`config.mk`:
```
export PLATFORM = sky130hd
export DESIGN_NAME = poly_op_sched
export DESIGN_NICKNAME = d
export VERILOG_FILES = /design/src/rtl/poly_op_sched.sv
export SDC_FILE = /design/constraint.sdc
export NUM_CORES = 1
export LEC_CHECK = 0
export CORE_MARGIN = 10
export CORE_UTILIZATION = 30
export CTS_CLUSTER_SIZE = 8
export DETAILED_ROUTE_END_ITERATION = 10
export SKIP_CTS_REPAIR_TIMING = 1
export SYNTH_ARGS = -nofsm -noshare
export SYNTH_HDL_FRONTEND = slang
export SYNTH_SLANG_ARGS = --single-unit
```
`constraint.sdc`:
```
create_clock -name clk -period 5.5 [get_ports clk]
set_input_delay 0.825 -clock clk [delete_from_list [all_inputs] [get_ports clk]]
set_output_delay 0.825 -clock clk [all_outputs]
set_load 0.1 [all_outputs]
```
`src/rtl/poly_op_sched.sv`:
```
// Command sequencer for the polynomial arithmetic unit: queues NTT/INVNTT/MULT/ADDSUB
// commands and drives addr_gen (mode, clk_counter) plus coefficient RAM enables.
module poly_op_sched #(
    parameter int NTT_LEN    = 224,
    parameter int INTT_LEN   = 224,
    parameter int MULT_LEN   = 64,
    parameter int ADDSUB_LEN = 32,
    parameter int PIPE_LAT   = 4
) (
    input  logic       clk,
    input  logic       rst,
    input  logic       cmd_valid,
    input  logic [1:0] cmd_mode,
    output logic       cmd_ready,
    output logic [1:0] mode,
    output logic [7:0] clk_counter,
    output logic       rd_en,
    output logic       wr_en,
    output logic       busy,
    output logic       done,
    output logic [1:0] done_mode
);

    typedef enum logic [1:0] {
        S_IDLE  = 2'd0,
        S_RUN   = 2'd1,
        S_DRAIN = 2'd2,
        S_DONE  = 2'd3
    } state_t;

    state_t              r_state, w_state_next;
    logic [1:0]          r_fifo [2];
    logic                r_wr_ptr, r_rd_ptr;
    logic [1:0]          r_count;
    logic [7:0]          r_counter, w_counter_next;
    logic [1:0]          r_mode, w_mode_next;
    logic [3:0]          r_drain, w_drain_next;
    logic [8:0]          w_last;
    logic [PIPE_LAT-1:0] r_wr_sr;
    logic                w_push, w_pop, w_full, w_empty, w_rd_en;

    // Pop decisions use the occupancy before this edge's push, so there is no bypass.
    assign w_full    = (r_count == 2'd2);
    assign w_empty   = (r_count == 2'd0);
    assign cmd_ready = rst & ~w_full;
    assign w_push    = cmd_valid & cmd_ready;

    always_ff @(posedge clk) begin
        if (w_push) begin
            r_fifo[r_wr_ptr] <= cmd_mode;
        end
    end

    always_ff @(posedge clk) begin
        if (!rst) begin
            r_wr_ptr <= 1'b0;
            r_rd_ptr <= 1'b0;
            r_count  <= 2'd0;
        end else begin
            if (w_push) r_wr_ptr <= ~r_wr_ptr;
            if (w_pop)  r_rd_ptr <= ~r_rd_ptr;
            case ({w_push, w_pop})
                2'b10:   r_count <= r_count + 2'd1;
                2'b01:   r_count <= r_count - 2'd1;
                default: r_count <= r_count;
            endcase
        end
    end

    // 9-bit terminal count so a 256-cycle operation ends at 255 without wrapping.
    always_comb begin
        case (r_mode)
            2'd0:    w_last = 9'(NTT_LEN - 1);
            2'd1:    w_last = 9'(INTT_LEN - 1);
            2'd2:    w_last = 9'(MULT_LEN - 1);
            default: w_last = 9'(ADDSUB_LEN - 1);
        endcase
    end

    always_comb begin
        w_state_next   = r_state;
        w_counter_next = r_counter;
        w_mode_next    = r_mode;
        w_drain_next   = r_drain;
        w_pop          = 1'b0;
        case (r_state)
            S_IDLE: begin
                w_counter_next = 8'd0;
                if (!w_empty) begin
                    w_pop        = 1'b1;
                    w_mode_next  = r_fifo[r_rd_ptr];
                    w_state_next = S_RUN;
                end
            end
            S_RUN: begin
                if ({1'b0, r_counter} == w_last) begin
                    w_drain_next = 4'd0;
                    w_state_next = S_DRAIN;
                end else begin
                    w_counter_next = r_counter + 8'd1;
                end
            end
            S_DRAIN: begin
                if (r_drain == 4'(PIPE_LAT - 1)) begin
                    w_state_next = S_DONE;
                end else begin
                    w_drain_next = r_drain + 4'd1;
                end
            end
            default: begin
                w_counter_next = 8'd0;
                if (!w_empty) begin
                    w_pop        = 1'b1;
                    w_mode_next  = r_fifo[r_rd_ptr];
                    w_state_next = S_RUN;
                end else begin
                    w_state_next = S_IDLE;
                end
            end
        endcase
    end

    always_ff @(posedge clk) begin
        if (!rst) begin
            r_state   <= S_IDLE;
            r_counter <= 8'd0;
            r_mode    <= 2'd0;
            r_drain   <= 4'd0;
        end else begin
            r_state   <= w_state_next;
            r_counter <= w_counter_next;
            r_mode    <= w_mode_next;
            r_drain   <= w_drain_next;
        end
    end

    assign w_rd_en = (r_state == S_RUN);

    // Write enable trails read enable by the butterfly pipeline latency.
    for (genvar gi = 0; gi < PIPE_LAT; gi++) begin : g_wr_sr
        if (gi == 0) begin : g_head
            always_ff @(posedge clk) begin
                if (!rst) r_wr_sr[gi] <= 1'b0;
                else      r_wr_sr[gi] <= w_rd_en;
            end
        end else begin : g_tail
            always_ff @(posedge clk) begin
                if (!rst) r_wr_sr[gi] <= 1'b0;
                else      r_wr_sr[gi] <= r_wr_sr[gi-1];
            end
        end
    end

    assign rd_en       = w_rd_en;
    assign wr_en       = r_wr_sr[PIPE_LAT-1];
    assign busy        = (r_state != S_IDLE);
    assign done        = (r_state == S_DONE);
    assign done_mode   = (r_state == S_DONE) ? r_mode : 2'd0;
    assign mode        = r_mode;
    assign clk_counter = r_counter;

endmodule

```
=== Yosys cells after proc, flatten, opt, wreduce, memory -nomap -nowiden ===
Memory sizes are Yosys's and may differ from the RTL's. A register that Yosys moved wholly into a read port is not among the register bits.
Cells that the tools add are included.

* Multiplexer cells: 17
* Bitwise logic cells: 8
* Equality and inequality tests: 15
* Reductions and logical operators: 13
* Add/sub/neg operators: 4

{| class="wikitable"
|+ Operators with widths
! cell !! number
|-
| $pmux 8 s2 || 2
|-
| $eq 2x2->1 const B || 5
|-
| $eq 8x9->1 || 1
|-
| $add 8x1->8 const B || 1
|-
| $mux 2 || 4
|-
| $mux 4 || 2
|-
| $mux 8 || 1
|-
| $ne 2x2->1 const B || 4
|-
| $pmux 4 s2 || 1
|-
| $eq 2x1->1 const B || 3
|-
| $logic_not 2->1 || 3
|-
| $not 1->1 || 6
|-
| $pmux 2 s3 || 1
|-
| $reduce_and 3->1 || 2
|-
| $reduce_bool 2->1 || 3
|-
| $mux 1 || 5
|-
| $add 4x1->4 const B || 1
|-
| $eq 4x2->1 const B || 1
|-
| $pmux 2 s2 || 1
|-
| $reduce_and 2->1 || 2
|-
| $reduce_or 2->1 || 2
|-
| $add 2x1->2 const B || 1
|-
| $and 1x1->1 || 2
|-
| $ne 2x1->1 const B || 1
|-
| 2 further kinds || 2
|}

* Memory bits (writable): 4
* Logic and storage cells: 68
* Memories: 1
* Output and inout port bits: 17
* Flip-flop bits (word level): 22
* Bits of input ports: 5

{| class="wikitable"
|+ Memory list
! name !! depth !! bits a word !! read ports !! clocked after memory_dff !! write ports !! RTL line !! source
|-
| r_fifo || 2 || 2 || 1 || 1 || 1 || 32 || <nowiki>logic [1:0] r_fifo [2];</nowiki>
|}

=== Longest topological paths before layout ===
* Word-level depth: 6
* Mapped depth: 8
* Depth with buffers taken out: 7

=== Least setup slack after synthesis ===
No wires, ideal clock.

* Path kind: input-to-reg
* Start point: input rst
* End point: register r_count[1]
* Library setup time: 0.076 ns
* Setup slack: 1.103 ns
* Stages: 5
* Data arrival time: 4.321 ns
* Cells stage by stage: a21boi_0 -> nand2_1 -> ha_1 -> or3_1 -> a21boi_0

* Word-level cells in the longest chain between the ends: 4
* Elaborated cells between the ends (all ways): 6
* Those cells by class: eq/ne: 2; mux: 1; bitwise: 2; reduce/logical: 1

{| class="wikitable"
|+ Ends and longest elaborated chain
! element !! RTL line !! source
|-
| from (decl) || 11 || <nowiki>input logic rst,</nowiki>
|-
| $and 1x1->1 || 45 || <nowiki>assign cmd_ready = rst & ~w_full;</nowiki>
|-
| $and 1x1->1 || 46 || <nowiki>assign w_push = cmd_valid & cmd_ready;</nowiki>
|-
| $eq 2x1->1 or $eq 2x2->1 (tied branches) || 62 || <nowiki>case ({w_push, w_pop})</nowiki>
|-
| $pmux 2 s2 or $reduce_bool 2->1 (tied branches) || -- ||
|-
| to (signal assigned) || 63 || <nowiki>2'b10: r_count <= r_count + 2'd1;</nowiki>
|-
| to (signal assigned) || 64 || <nowiki>2'b01: r_count <= r_count - 2'd1;</nowiki>
|-
| to (signal assigned) || 65 || <nowiki>default: r_count <= r_count;</nowiki>
|-
| to (decl) || 34 || <nowiki>logic [1:0] r_count;</nowiki>
|}

Several ways; a longest one is shown, not always the timed one.
A chain may end at the register's enable or synchronous reset.

=== Worst setup path after layout ===
* Start point: input rst
* End point: output cmd_ready

* Word-level cells in the longest chain between the ends: 1

{| class="wikitable"
|+ Ends and longest elaborated chain
! element !! RTL line !! source
|-
| $and 1x1->1 || 45 ||
|-
| to (decl) || 14 || <nowiki>output logic cmd_ready,</nowiki>
|}

No other way between the ends.

==> metrics.cfg <==
[yosys]
synth.most_common_cell = dfxtp_1
ys_types = 33
async_flop_share_pct = 0
synth_compound_area_share_pct = 16.39
syn_avg_cell_area_sq_um = 9.545
yosys_register_bits = 28
netlist_area_sq_mm = 0.001336
synth_top_family_by_area = simple AND/OR/NAND/NOR gates
synthCells = 140
synth_top_cell_by_area = dfxtp_1
synthXorXnorAreaFrac_pct = 4.588
ys_dominant_reg_cell = dfxtp_1
yosysSeqAreaShare_pct = 44.94
synth_edf_count = 4
synth.area.top_cells = dfxtp_1, edfxtp_1, ha_1, and2_1, mux2i_1
synth-simple-area-share_pct = 21.25
yosys.area.top_type_share_pct = 35.96
yosys-top-cells-count = dfxtp_1, nand2_1, nor2_1, o21ai_0, and2_1
synth_nets = 152
yosysWarnings = 0
synthAdderAreaFrac_pct = 6.554
synth_mux_area_share_pct = 3.745

[sta]
relSlewSlack_pct = 34.26
finalCriticalPeriod_ns = 4.112
rsz0062_at_grt = false
skew_ns = 0.009958
fmax_mhz = 243.2
worst_pin_slew_ns = 0.9831
finalSetupTns_ns = 0
finalSetupViolations = 0
slew_viol_final = 0
fin_crit_sh_pct = 74.77
worst_slack_ns = 1.388
finalHoldViolCount = 0
holdWs_ns = 0.4291

[global_routing]
grt_pass1_vias = 1069
grt_usage_pct = 7.827
grt_max_degree = 24
gr-total-overflow = 0
antenna_found_initial = 0
grt_pass1_wl_microns = 4885

[setup_path]
cp.arrival_ns = 3.29
slowest_stage = clkdlybuf4s50_1
required_ns = 4.68
crit_type = in2out
start_kind = primary input
crit_path_frequent_cell = clkdlybuf4s50_1
cp-end-kind = primary output
path_cells = clkdlybuf4s50_1 > a21boi_0 > clkdlybuf4s50_1
crit_fanout = 23
slowest_delay_ns = 1.19

[status]
status = complete, no violations

[final_layout]
fill_cells = 454
antennaDiodeCount = 0
seq_area_sq_um = 600.6
syn_to_final_growth_pct = 23.88
final_nets = 175
drive_above_1_share_pct = 5.556
design_area_sq_mm = 0.001655
multi_input_area_sq_um = 701.9

[placed_design]
post-dp-hpwl_microns = 2235
place_ws_ns = 1.356
gp_congestion = 0.7459
numPortBuffers = 21
dpl_cell_area_sq_mm = 0.001600

[cts]
cts-root-buf = clkbuf_8
cts_tree = done
clkLatencyLatePin_ns = 0.27
cts_buffers = 3
clockBufferDepth = 2
clkSinkCount = 28
cts.reportedPaths.clkPinSlew_ns = 0.10
htreeDepth = 1

[route]
num_vias = 1075
drtIter0Drc = 102
wl_per_cell_microns = 13.82
wl_met2_microns = 1512
route.met3.wl_microns = 160
drt_wl_total_microns = 2958
top_layer = met4
antenna_left = 0
vias_per_cell = 5.023
drt-pass1-iter-count = 4
detail_route.drc_violations = 0
wl_met1_microns = 1249

[floorplan]
start_util_pct = 30.90
die_w_microns = 86.74
die_area_sq_mm = 0.007524
ios = 22
die_h_microns = 86.74
coreArea_sq_mm = 0.004324
rows = 24

[hold_path]
hp-class = reg2reg

[power_and_ir_drop]
vdd.ir_drop.worst_mv = 0.1433
power_density_mw_per_mm2 = 461.2
power_mw = 0.7635
leakage_nw = 0.6422

[run]
cap_violations = 0

[layer usage]
layer,track usage (%),vias up
met5,0,-
met4,3.535,0
met3,2.439,6
met2,13.49,21
met1,8.556,504
li1,-,544
[registers in the layout, summed over array words and instances, names as in the netlist]
name	count
r_state	2
wr_en	1
r_wr_sr	3
r_count	2
clk_counter	8
r_drain	4
mode	2
r_rd_ptr	1
r_wr_ptr	1
r_fifo	4
[worst max-delay path: cells and delay by family]
family | cells | cell delay, ns
compound gates | 1 | 0.34
buf+inv | 2 | 2.11
[power breakdown]
part	internal [mW]	leakage (nW)	switching (mW)
Clock	0.0640	0.0288	0.0627
Combinational	0.116	0.382	0.255
Sequential	0.239	0.232	0.0269
Total	0.419	0.642	0.344
[path summary, 6_finish.rpt]
path / cells after the start / end / start / slack, ns
hold reg to reg: 1 / r_wr_sr[1]$_SDFF_PN0_ / r_wr_sr[0]$_SDFF_PN0_ / 0.43
setup reg to reg: 6 / r_count[1]$_SDFFE_PN0P_ / r_state[0]$_SDFFE_PN0P_ / 3.35
hold / removal: 1 / r_wr_sr[1]$_SDFF_PN0_ / r_wr_sr[0]$_SDFF_PN0_ / 0.43
setup / recovery: 3 / cmd_ready / rst / 1.39
[metrics by stage]
stage / std cells / util, %
floorplan: 140 / -
global placement: 210 / 37.01
detailed placement: 210 / 37.01
CTS: 214 / 38.28
global route: 214 / 38.28
finish: 214 / 38.28
[cell usage in the layout (no fill, tap or decap), types with 2 or more instances in the layout]
master	instances
dfxtp_1	24
clkdlybuf4s50_1	21
nand2_1	13
nor2_1	10
o21ai_0	10
and2_1	9
ha_1	7
inv_1	6
xor2_1	5
mux2i_1	5
a21oi_1	4
or3_1	4
o211ai_1	4
clkbuf_8	4
edfxtp_1	4
a21boi_0	3
and4b_1	3
nand3_1	3
and3_1	2
nor3b_1	2
nand4_1	2
o21a_1	2
o31ai_1	2
o211a_1	2
xnor2_1	2
[cell type report]
type,count,area share [%]
Multi-Input combinational cell,103,42.40
Inverter,6,1.361
Clock buffer,4,3.326
Sequential cell,28,36.28
Tap cell,52,3.930
Timing Repair Buffer,21,12.70
[kinds of logic after synthesis]
group	Yosys count
simple gates	52
fa+ha+maj	7
xor+xnor	7
buf+inv	9
flops	28
compound gates	32
mux	5
No activity file was read; power rests on OpenSTA's default activity.
